## src/rtl/pa_noc.sv

```systemverilog
// Shared APB-over-NoC packet definitions used by the router, requester NI and completer NI.
package pa_noc;

  localparam int unsigned APB_PACKET_WIDTH = 60;
  localparam int unsigned COORD_WIDTH      = 2;

  // Field bit positions inside a packet
  localparam int unsigned PKT_DST_COL_LSB = 0;
  localparam int unsigned PKT_DST_ROW_LSB = 2;
  localparam int unsigned PKT_SRC_COL_LSB = 4;
  localparam int unsigned PKT_SRC_ROW_LSB = 6;
  localparam int unsigned PKT_VALID_BIT   = 8;
  localparam int unsigned PKT_TYPE_BIT    = 9;
  localparam int unsigned PKT_PWRITE_BIT  = 10;
  localparam int unsigned PKT_PSLVERR_BIT = 11;
  localparam int unsigned PKT_ADDR_LSB    = 12;
  localparam int unsigned PKT_DATA_LSB    = 28;

  typedef enum logic {
    REQUEST  = 1'b0,
    RESPONSE = 1'b1
  } pkt_type_e;

  typedef struct packed {
    logic [31:0]            data;
    logic [15:0]            addr;
    logic                   pslverr;
    logic                   pwrite;
    pkt_type_e              ptype;
    logic                   valid;
    logic [COORD_WIDTH-1:0] src_row;
    logic [COORD_WIDTH-1:0] src_col;
    logic [COORD_WIDTH-1:0] dst_row;
    logic [COORD_WIDTH-1:0] dst_col;
  } apb_packet_t;

endpackage

```

## src/rtl/ni_apb_requester.sv

```systemverilog
// Requester NI: turns one APB transfer into a request packet and completes it on the matching
// response. Optional response timeout enabled by defining NOC_NI_TIMEOUT_EN.
module ni_apb_requester
  import pa_noc::*;
#(
  parameter int unsigned GRID_WIDTH     = 4,
  parameter int unsigned NODE_ROW       = 0,
  parameter int unsigned NODE_COL       = 0,
  parameter int unsigned TIMEOUT_CYCLES = 64
) (
  input  logic                                 i_clk,
  input  logic                                 i_srst_n,
  input  logic                                 i_psel,
  input  logic                                 i_penable,
  input  logic                                 i_pwrite,
  input  logic [15:0]                          i_paddr,
  input  logic [31:0]                          i_pwdata,
  output logic                                 o_pready,
  output logic [31:0]                          o_prdata,
  output logic                                 o_pslverr,
  output logic [pa_noc::APB_PACKET_WIDTH-1:0]  o_apbPacket,
  input  logic [pa_noc::APB_PACKET_WIDTH-1:0]  i_apbPacket
);

  if (GRID_WIDTH != 4 || NODE_ROW >= GRID_WIDTH || NODE_COL >= GRID_WIDTH ||
      TIMEOUT_CYCLES < 2 || TIMEOUT_CYCLES > 65535 ||
      $bits(apb_packet_t) != APB_PACKET_WIDTH) begin : g_param_check
    $error("ni_apb_requester: illegal parameter combination");
  end

  localparam logic [1:0] OwnRow = 2'(NODE_ROW);
  localparam logic [1:0] OwnCol = 2'(NODE_COL);

  typedef enum logic [1:0] {StIdle, StSend, StWait, StDone} state_e;

  state_e      state_q, state_d;
  apb_packet_t pkt_q, pkt_d;
  logic [3:0]  tgt_q, tgt_d;
  logic        pready_q, pready_d;
  logic [31:0] prdata_q, prdata_d;
  logic        pslverr_q, pslverr_d;

  apb_packet_t rsp;
  logic        rsp_match;
  logic        expired;
  logic        unused_rsp;

  assign rsp = apb_packet_t'(i_apbPacket);

  // Only responses addressed to us from the node we sent the request to complete the transfer
  assign rsp_match = rsp.valid && (rsp.ptype == RESPONSE) &&
                     (rsp.dst_row == OwnRow) && (rsp.dst_col == OwnCol) &&
                     ({rsp.src_row, rsp.src_col} == tgt_q);

  assign unused_rsp = ^{rsp.addr, rsp.pwrite};

`ifdef NOC_NI_TIMEOUT_EN
  logic [15:0] cnt_q, cnt_d;
  assign expired = (cnt_q == 16'(TIMEOUT_CYCLES - 1));
`else
  assign expired = 1'b0;
`endif

  always_comb begin
    state_d   = state_q;
    pkt_d     = '0;
    tgt_d     = tgt_q;
    pready_d  = 1'b0;
    prdata_d  = '0;
    pslverr_d = 1'b0;
`ifdef NOC_NI_TIMEOUT_EN
    cnt_d     = cnt_q;
`endif
    unique case (state_q)
      StIdle: begin
        if (i_psel && !i_penable) begin
          tgt_d         = i_paddr[15:12];
          pkt_d.valid   = 1'b1;
          pkt_d.ptype   = REQUEST;
          pkt_d.pwrite  = i_pwrite;
          pkt_d.pslverr = 1'b0;
          pkt_d.addr    = i_paddr;
          pkt_d.data    = i_pwrite ? i_pwdata : 32'h0;
          pkt_d.dst_row = i_paddr[15:14];
          pkt_d.dst_col = i_paddr[13:12];
          pkt_d.src_row = OwnRow;
          pkt_d.src_col = OwnCol;
          state_d       = StSend;
        end
      end
      StSend: begin
        state_d = StWait;
`ifdef NOC_NI_TIMEOUT_EN
        cnt_d   = '0;
`endif
      end
      StWait: begin
`ifdef NOC_NI_TIMEOUT_EN
        cnt_d = cnt_q + 16'd1;
`endif
        if (rsp_match) begin
          state_d   = StDone;
          pready_d  = 1'b1;
          prdata_d  = rsp.data;
          pslverr_d = rsp.pslverr;
        end else if (expired) begin
          state_d   = StDone;
          pready_d  = 1'b1;
          pslverr_d = 1'b1;
        end
      end
      StDone: begin
        state_d = StIdle;
      end
      default: begin
        state_d = StIdle;
      end
    endcase
  end

  always_ff @(posedge i_clk) begin
    if (!i_srst_n) begin
      state_q   <= StIdle;
      pkt_q     <= '0;
      tgt_q     <= '0;
      pready_q  <= 1'b0;
      prdata_q  <= '0;
      pslverr_q <= 1'b0;
    end else begin
      state_q   <= state_d;
      pkt_q     <= pkt_d;
      tgt_q     <= tgt_d;
      pready_q  <= pready_d;
      prdata_q  <= prdata_d;
      pslverr_q <= pslverr_d;
    end
  end

`ifdef NOC_NI_TIMEOUT_EN
  always_ff @(posedge i_clk) begin
    if (!i_srst_n) begin
      cnt_q <= '0;
    end else begin
      cnt_q <= cnt_d;
    end
  end
`endif

  assign o_apbPacket = pkt_q;
  assign o_pready    = pready_q;
  assign o_prdata    = prdata_q;
  assign o_pslverr   = pslverr_q;

endmodule

```

## config.mk

```make
export PLATFORM = sky130hd
export DESIGN_NAME = ni_apb_requester
export DESIGN_NICKNAME = d
export VERILOG_FILES = /design/src/rtl/pa_noc.sv /design/src/rtl/ni_apb_requester.sv
export SDC_FILE = /design/constraint.sdc
export NUM_CORES = 1
export LEC_CHECK = 0
export CORE_MARGIN = 2
export CORE_UTILIZATION = 37
export CTS_BUF_LIST = sky130_fd_sc_hd__clkbuf_4 sky130_fd_sc_hd__clkbuf_8
export DETAILED_ROUTE_END_ITERATION = 16
export PLACE_DENSITY = 0.87
export SETUP_SLACK_MARGIN = 0.2
export SKIP_LAST_GASP = 1
export SLEW_MARGIN = 0
export SYNTH_ARGS = -nofsm -noshare
export SYNTH_HDL_FRONTEND = slang
export SYNTH_SLANG_ARGS = --single-unit
```

## constraint.sdc

```tcl
create_clock -name i_clk -period 2.1 [get_ports i_clk]
set_input_delay 0.21 -clock i_clk [delete_from_list [all_inputs] [get_ports i_clk]]
set_output_delay 0.21 -clock i_clk [all_outputs]
set_load 0.03 [all_outputs]
```

== Yosys cells after proc, flatten, opt, wreduce, memory -nomap -nowiden ==
Index checks and enable logic that the tools add are counted.
Operators by class
  equal/unequal tests: 6
  muxes and demuxes: 5
  reductions and logical operators: 16
Operators with widths (number)
  $mux W9: 1
  $pmux W2 S4: 1
  $reduce_and A2 Y1: 4
  $logic_not A2 Y1: 3
  $reduce_and A3 Y1: 2
  $logic_and A1 B1 Y1: 5
  $eq A2 B2 Y1 const B: 2
  $eq A4 B4 Y1: 1
  $mux W2: 2
  $ne A2 B2 Y1 const B: 2
  $reduce_and A4 Y1: 1
  $eq A2 B1 Y1 const B: 1
  $logic_not A1 Y1: 1
  $mux W1: 1
Word-level totals
  flip-flop bits (word level): 100
  input bits: 113

== Logic depth before layout (Yosys ltp) ==
Gate-level depths: netlist (run 1).
  depth in word-level cells: 6
  mapped depth: 6

== Worst setup path before layout (run 1) ==
OpenSTA, ideal clock, no wires.
  path type: flip-flop to flip-flop
  from: register state_q[0]
  to: register pkt_q, in the netlist o_apbPacket[28]
  setup time: 60 ps
  data arrival time: 1381 ps
  required time: 2040 ps
  slack: 659 ps
  stages on the path, launching flop included: 7
  path buffers: 1
  clock period less this slack: 1441 ps
  cells stage by stage: dfxtp_1 inv_1 ha_1 nand3b_1 nor2_1 clkbuf_1 and3_1
On the way
  cells in the longest elaborated chain, start to end: 2
RTL lines
  start: declaration: RTL line ni_apb_requester.sv:36  | state_e state_q, state_d;
  start signal: assignment: RTL line ni_apb_requester.sv:123  | state_q <= StIdle;
  start signal: assignment: RTL line ni_apb_requester.sv:130  | state_q <= state_d;
  $logic_not A2 Y1: RTL line ni_apb_requester.sv:74  | unique case (state_q)
  $reduce_and A4 Y1 (no line)
  end signal: assignment: RTL line ni_apb_requester.sv:131  | pkt_q <= pkt_d;
  end: declaration: RTL line ni_apb_requester.sv:37  | apb_packet_t pkt_q, pkt_d;
Every way passes these cells.
A chain may end at the register's enable or synchronous reset.

== Worst setup path after layout (run 1) ==
  from: register pkt_q, in the netlist o_apbPacket[27]
  to: output port o_apbPacket[27] in the netlist's numbering
RTL lines
  end: declaration: RTL line ni_apb_requester.sv:21  | output logic [pa_noc::APB_PACKET_WIDTH-1:0] o_apbPacket,
No word-level cell between the ends.

==> metrics.md, run 1 <==
| Metric | Value |
|---|---|
| Status | complete, no violations |
| Top-count cell post-synth | dfxtp_1 |
| Clock H-tree levels | 3 |
| RR Endpoint | o_prdata[31]$_SDFF_PN0_ |
| IO Count | roughly 210 |
| Leakage power | 2.03 nW |
| Unrepaired setup endpoints after global routing | no |
| Post-route ant nets | 0 |
| # Max-Cap Violations | 0 |
| Top Family by Delay on Critical Path | buffers and inverters |
| Synth Warn # | 0 |
| Total GRT Usage | 0.158 |
| VDD IR-drop max | around 0.47 mV |
| Max Slew Vio Count | 0 |
| Largest cells by area after synthesis | dfxtp_1 (66%), and2_1 (8.5%), and3_1 (7.6%) |
| Met3 Routed Length | around 960 um |
| Mapped cell area | 0.00272 sq mm |
| TritonRoute pass-1 iters | 4 |
| Core footprint | 0.00718 sq mm |
| Final WS setup | 518 ps |
| Setup Total Neg Slack | 0 ps |
| Worst Hold Path EP | o_apbPacket[15]$_SDFF_PN0_ |
| Sink Count | 90 |
| Full die area | 0.00804 sq mm |
| Crit share post-route | 0.754 |
| Clock root buffer | clkbuf_8 |
| Final core utilization | 0.667 |
| F_max | around 630 MHz |
| Final Hold Viols | 0 |
| Slew HR | 0.457 |
| CP Capture Type | output port |
| Type of the worst setup path | reg -> out |
| HP Class | in -> reg |
| Final wirelength | roughly 6.6 mm |
| Avg Cell Area, Syn | 11.9 sq um |
| Worst path arrival time | 1370 ps |
| Worst path bufs/invs | 1 |
| Highest Signal Layer | met4 |
| Crit path max fanout | 2 |
| Placer Congestion | about 0.71 |
| FF-to-FF setup slack | 620 ps |
| Slowest CP cell | clkdlybuf4s50_1 |
| Post-place setup slack | 304 ps |
| Synth async-reset ratio | 0 |
| Ant. Diodes | 0 |
| Starting Density | 0.379 |
| Initial antenna violation count | 0 |
| Synth top area share | 0.663 |
| Min Hold Slack | approximately 420 ps |
| Max stage delay on crit path | 690 ps |
| Syn-to-layout area delta | 76.3% |
| Post-Place Cells | 498 |
| Met2 wire len | around 3.4 mm |
| Nets | ~530 |
| Worst Max-Slew Pin Slew | just over 800 ps |
| Clk buf depth | 2 |
| Endpoints failing setup | 0 |
| Worst hold start | i_paddr[3] |
| Dpl hpwl | around 5.2 mm |
| Final Instance Count excl. Fillers | 513 |
| Power per Cell Area | 770 mW/mm^2 |
| EDFF count, synth | 0 |
| Final Critical Period | 1580 ps |
| Yosys cell types | 22 |
| Largest net degree at the start of global routing | 35 |
| Post-CTS resize count | 0 |
| CP cell instances | clkdlybuf4s50_1 |
| M1 wire length | 2.24 mm |
| Post-CTS setup buffers | 0 |
| Number of global-route vias before repair | around 2,100 |
| Iteration-0 DRC count of the detailed router | 30 |
| Post-synthesis register bit count | 90 |
| Critical path startpoint category | register |
| Total gr overflow | 0 |
| CTS tree | done |
| Die Y | 89.7 um |
| Die W | roughly 90 um |
| First-pass GRT wire length | 9.48 mm |
| Wire per inst | 12.9 um |
| Worst skew pair latency | 340 ps |
| Sequential area share after synthesis | 0.663 |
| Worst hold path depth | 2 |
| Post-synth top flop | dfxtp_1 |
| Via count | about 2,200 |
| Avg Vias per Cell | 4.23 |
| Post-route DRC | 0 |
| Overall Power | 3.69 mW |
| Worst flop-to-flop path startpoint | tgt_q[1]$_SDFFE_PN0P_ |
| Layout cells sized above 1 | 0.0797 |
| Fin area | 0.00479 sq mm |
| Cell taking the most area after synthesis | dfxtp_1 |
| Clock skew | slightly below 7 ps |
| Num CTS Buffers | 9 |
| FF-to-FF path depth | 4 |
| Clk slew on worst S/H paths | 90 ps |
| Area after DPL | 0.00458 sq mm |
| # hold bufs at CTS | 0 |
| Synthesized instance count | roughly 230 |
| IO Port Bufs | 183 |
| Row count | 31 |
| Commonest cells in the netlist | dfxtp_1 (90), and2_1 (37), and3_1 (33), and2_2 (13), buf_4 (10) |
| Required @ worst endpoint | 1890 ps |
kinds of logic (layout without fill, tap and decap cells):
group | count (synthesis) | after routing | share of synthesized area
compound gates | 3 | 3 | 0.00829
xor+xnor | 4 | 4 | 0.0129
fa+ha+maj | 3 | 3 | 0.0138
buf+inv | 24 | 204 | 0.0557
flops | 90 | 90 | 0.663
mux | 5 | 5 | 0.0184
other cells | 1 | 6 | 0.00138
simple gates | 99 | 99 | 0.226
worst register-to-register path: cells and delay by family, from the launching register on:
family | cells | cell delay [ps]
AND/OR/NAND/NOR | 3 | 920
XOR/XNOR | 1 | 170
flip-flops | 1 | 330
layout make-up:
class                      count  area, sq um
fill                         554         2390
timing repair buffer         186         1850
sequential                    90         1800
multi-input combinational    120          785
clock buffer                   9          124
tap                           99          124
clock inverter                 6         90.1
inverter                       3         11.3
power by group:
group	switching [mW]	total [mW]	internal, mW	leakage (nW)
clock	0.579	1.25	0.670	0.106
sequential	0.0291	1.81	1.78	0.727
combinational	0.296	0.635	0.339	1.19
total	0.903	3.69	2.79	2.03
metal layers:
metal / GRT usage / up-vias
li1: - / 1075
met1: 0.152 / 965
met2: 0.275 / 125
met3: 0.0878 / 6
met4: 0.0733 / 0
met5: 0 / -
cells in the final DEF, fill, tap and decap left out:
master,n
a21oi_1,1
a221oi_1,1
a41oi_1,1
and2_1,37
and2_2,13
and3_1,33
and4_4,1
buf_4,3
bufinv_16,2
clkbuf_8,9
clkdlybuf4s50_1,183
clkinv_2,1
clkinvlp_4,1
conb_1,6
dfxtp_1,90
ha_1,3
inv_1,3
inv_6,2
mux2i_1,5
nand2_1,3
nand2b_1,1
nand3b_1,1
nor2_1,7
nor2_2,1
nor4_1,2
xor2_1,4
worst max-delay path by stage:
stage                                          start                    endpoint  slack [ps]  cells after the start
final                     o_apbPacket[27]$_SDFF_PN0_             o_apbPacket[27]         520                      1
after global routing      o_apbPacket[27]$_SDFF_PN0_             o_apbPacket[27]         460                      1
after CTS                 o_apbPacket[27]$_SDFF_PN0_             o_apbPacket[27]         470                      1
after detailed placement              i_apbPacket[3]     o_prdata[22]$_SDFF_PN0_         300                      5
after global placement                i_apbPacket[5]     o_prdata[29]$_SDFF_PN0_         310                      5
after floorplan              state_q[0]$_SDFFE_PN0P_  o_apbPacket[28]$_SDFF_PN0_         660                      6
sequential cells by signal, indices dropped and copies added (netlist names):
signal	cells
o_pslverr	1
tgt_q	4
o_prdata	32
o_apbPacket	50
state_q	2
o_pready	1
Note: power is estimated with default switching activity, not from simulation.
==> run 2: changes to the inputs <==
--- a/config.mk
+++ b/config.mk
@@ -6,10 +6,10 @@
 export NUM_CORES = 1
 export LEC_CHECK = 0
 export CORE_MARGIN = 2
-export CORE_UTILIZATION = 37
+export CORE_UTILIZATION = 31
 export CTS_BUF_LIST = sky130_fd_sc_hd__clkbuf_4 sky130_fd_sc_hd__clkbuf_8
 export DETAILED_ROUTE_END_ITERATION = 16
-export PLACE_DENSITY = 0.87
+export PLACE_DENSITY = 0.78
 export SETUP_SLACK_MARGIN = 0.2
 export SKIP_LAST_GASP = 1
 export SLEW_MARGIN = 0
==> constraint.sdc (replaced) <==
create_clock -name i_clk -period 1.4 [get_ports i_clk]
set_input_delay 0.14 -clock i_clk [delete_from_list [all_inputs] [get_ports i_clk]]
set_output_delay 0.14 -clock i_clk [all_outputs]
set_load 0.03 [all_outputs]
==> run 2 against run 1 <==
The flow now finishes with violations (negative setup slack). Routed wire length is 27% higher. Design area increased by 8.7%. Core utilization is 6.1 points lower. Critical path type is now reg -> reg.
==> metrics.md, run 2 (synthesis gave the netlist of run 1 again) <==
| Metric | Value |
|---|---|
| Worst skew pair latency | 350 ps (was 340 ps) |
| F_max | 672 MHz |
| Largest register FFs | 50 (unchanged) |
| Number of global-route vias before repair | 2,387 (was 2,108) |
| Setup Total Neg Slack | -2410 ps (was 0 ps) |
| Overall Power | 5.82 mW (was 3.69 mW) |
| TritonRoute pass-1 iters | 6 (was 4) |
| Clk buf depth | 2 (unchanged) |
| Met3 Track Usage GR | 0.0374 (was 0.0878) |
| Met2 Use GR | 0.315 (was 0.275) |
| Dpl hpwl | 5.48 mm (was 5.19 mm) |
| Starting Density | 0.316 (was 0.379) |
| Power per Cell Area | 1120 mW/mm^2 (was 770 mW/mm^2) |
| Final WS setup | -87.2 ps (was 518 ps) |
| IO Port Bufs | 183 (unchanged) |
| Endpoints failing setup | 41 (was 0) |
| Nets | 551 (was 526) |
| Final core utilization | 0.606 (was 0.667) |
| Via count | 2,322 (was 2,171) |
| HP Class | in -> reg (unchanged) |
| Die W | 97.6 um (was 89.7 um) |
| Worst path arrival time | 1780 ps (was 1370 ps) |
| Iteration-0 DRC count of the detailed router | 19 (was 30) |
| Worst flop-to-flop path startpoint | tgt_q[2]$_SDFFE_PN0P_ (was tgt_q[1]$_SDFFE_PN0P_) |
| # Max-Cap Violations | 0 (unchanged) |
| Num CTS Buffers | 9 (unchanged) |
| Crit path max fanout | 17 (was 2) |
| FF-to-FF setup slack | -90 ps (was 620 ps) |
| Placer Congestion | 0.767 (was 0.712) |
| Max Slew Vio Count | 0 (unchanged) |
| CTS tree | done (unchanged) |
| Clock skew | 9.77 ps (was 6.85 ps) |
| Layout cells sized above 1 | 0.361 (was 0.0797) |
| Sink Count | 90 (unchanged) |
| IO Count | 207 (unchanged) |
| Fin area | 0.00521 sq mm (was 0.00479 sq mm) |
| Most frequent cells in the layout | clkdlybuf4s50_1 (95), dfxtp_1 (87), clkbuf_2 (44) (was clkdlybuf4s50_1 (183), dfxtp_1 (90), and2_1 (37)) |
| GRT busiest layer | met2 (unchanged) |
| Met1 Use GR | 0.164 (was 0.152) |
| Post-route ant nets | 0 (unchanged) |
| Leakage power | 2.32 nW (was 2.03 nW) |
| Status | finished, violations left (was complete, no violations) |
| CP Capture Type | register (was output port) |
| RR Endpoint | o_prdata[1]$_SDFF_PN0_ (was o_prdata[31]$_SDFF_PN0_) |
| Required @ worst endpoint | 1690 ps (was 1890 ps) |
| Syn-to-layout area delta | 91.7% (was 76.3%) |
| Total GRT Usage | 0.163 (was 0.158) |
| First-pass GRT wire length | 12.1 mm (was 9.48 mm) |
| Largest net degree at the start of global routing | 35 (unchanged) |
| Critical path startpoint category | register (unchanged) |
| Area after DPL | 0.00467 sq mm (was 0.00458 sq mm) |
| Max stage delay on crit path | 340 ps (was 690 ps) |
| Full die area | 0.00953 sq mm (was 0.00804 sq mm) |
| Violated checks | negative setup slack |
| Commonest non-fill, non-tap cell in the layout | clkdlybuf4s50_1 (unchanged) |
| Avg Vias per Cell | 4.24 (was 4.23) |
| Clk slew on worst S/H paths | 90 ps (about the same) |
| Clock H-tree levels | 3 (unchanged) |
| Core footprint | 0.00859 sq mm (was 0.00718 sq mm) |
| Initial antenna violation count | 0 (unchanged) |
| Clock root buffer | clkbuf_8 (unchanged) |
| Crit share post-route | 1.06 |
| Slowest CP cell | dfxtp_2 (was clkdlybuf4s50_1) |
| Worst hold start | i_apbPacket[39] (was i_paddr[3]) |
| CP cell instances | xor2_1, nor4_2, and4_4, clkbuf_16, and2_2 (was clkdlybuf4s50_1) |
| Fill cells | 704 (was 554) |
| Total gr overflow | 0 (unchanged) |
| Wire per inst | 15.4 um (was 12.9 um) |
| Worst Hold Path EP | o_prdata[11]$_SDFF_PN0_ (was o_apbPacket[15]$_SDFF_PN0_) |
| Final wirelength | 8.43 mm (was 6.62 mm) |
| Post-route DRC | 0 (unchanged) |
| Type of the worst setup path | reg -> reg (was reg -> out) |
| Row count | 34 (was 31) |
| VDD IR-drop max | 0.801 mV (was 0.471 mV) |
| Post-place setup slack | -332 ps (was 304 ps) |
| Final Hold Viols | 0 (unchanged) |
| Unrepaired setup endpoints after global routing | yes (was no) |
| Die Y | 97.6 um (was 89.7 um) |
| Crit path launch | tgt_q[2]$_SDFFE_PN0P_ (was o_apbPacket[27]$_SDFF_PN0_) |
| Worst hold path depth | 2 (unchanged) |
| FF-to-FF path depth | 5 (was 4) |
| Final Critical Period | 1490 ps |
| Ant. Diodes | 0 (unchanged) |
-- run 2: changes by cell type in the layout (fill, tap and decap cells not counted), sizes merged --
cell / previous run / this run
buf: 3 / 26
bufinv: 2 / 0
clkbuf: 9 / 57
clkdlybuf4s15: 0 / 43
clkdlybuf4s50: 183 / 95
clkinv: 1 / 3
clkinvlp: 1 / 2
inv: 5 / 4
-- run 2: how the worst max path moves through the flow --
| stage | to | slack, ps |
|---|---|---|
| floorplan | o_apbPacket[38]$_SDFF_PN0_ | 90 |
| global placement | o_pslverr$_SDFF_PN0_ | -250 |
| detailed placement | o_prdata[7]$_SDFF_PN0_ | -330 |
| CTS | o_prdata[30]$_SDFF_PN0_ | -90 |
| global route | o_prdata[7]$_SDFF_PN0_ | -160 |
| finish | o_prdata[1]$_SDFF_PN0_ | -90 |
-- run 2: what timing repair did --
item / 4_1_cts / 5_1_grt
hold buffers: 0 / 0
setup buffers: 11 / 3
gates resized for setup: 216 / 76
endpoints found under the setup margin: 173 / 142
cloned: 5 / 3
pin swaps: 4 / 3
-- run 2: cell type report --
class                           instances  area (sq um)  area share
Tap cell                              108           135      0.0259
Clock inverter                          6          42.5     0.00817
Inverter                                3          11.3     0.00216
Multi-Input combinational cell        120           966       0.185
Sequential cell                        90          1810       0.347
Clock buffer                           10           131      0.0252
Timing Repair Buffer                  211          2120       0.406
-- run 2: power breakdown --
group	total (mW)	switching (mW)	internal, mW	leakage [nW]
sequential	2.72	0.0468	2.67	0.729
clock	1.56	0.891	0.668	0.0861
combinational	1.54	0.669	0.872	1.50
total	5.82	1.61	4.21	2.32
-- run 2: worst max-delay path: cells and delay by family (launching register included) --
family | cells | cell delay (ps)
buffers and inverters | 1 | 170
AND/OR/NAND/NOR | 3 | 780
XOR/XNOR | 1 | 160
flip-flops | 1 | 340
-- run 2: layer usage --
layer / routed length, um / part of all wire
met5: 0 / 0
met4: 250 / 0.030
met3: 477 / 0.057
met2: 4540 / 0.54
met1: 3160 / 0.38
-- run 2: stage by stage --
step,instances,hold WS (ps)
global placement,510,464
CTS,542,347
detailed placement,510,480
global route,548,349
finish,548,369
floorplan,234,267
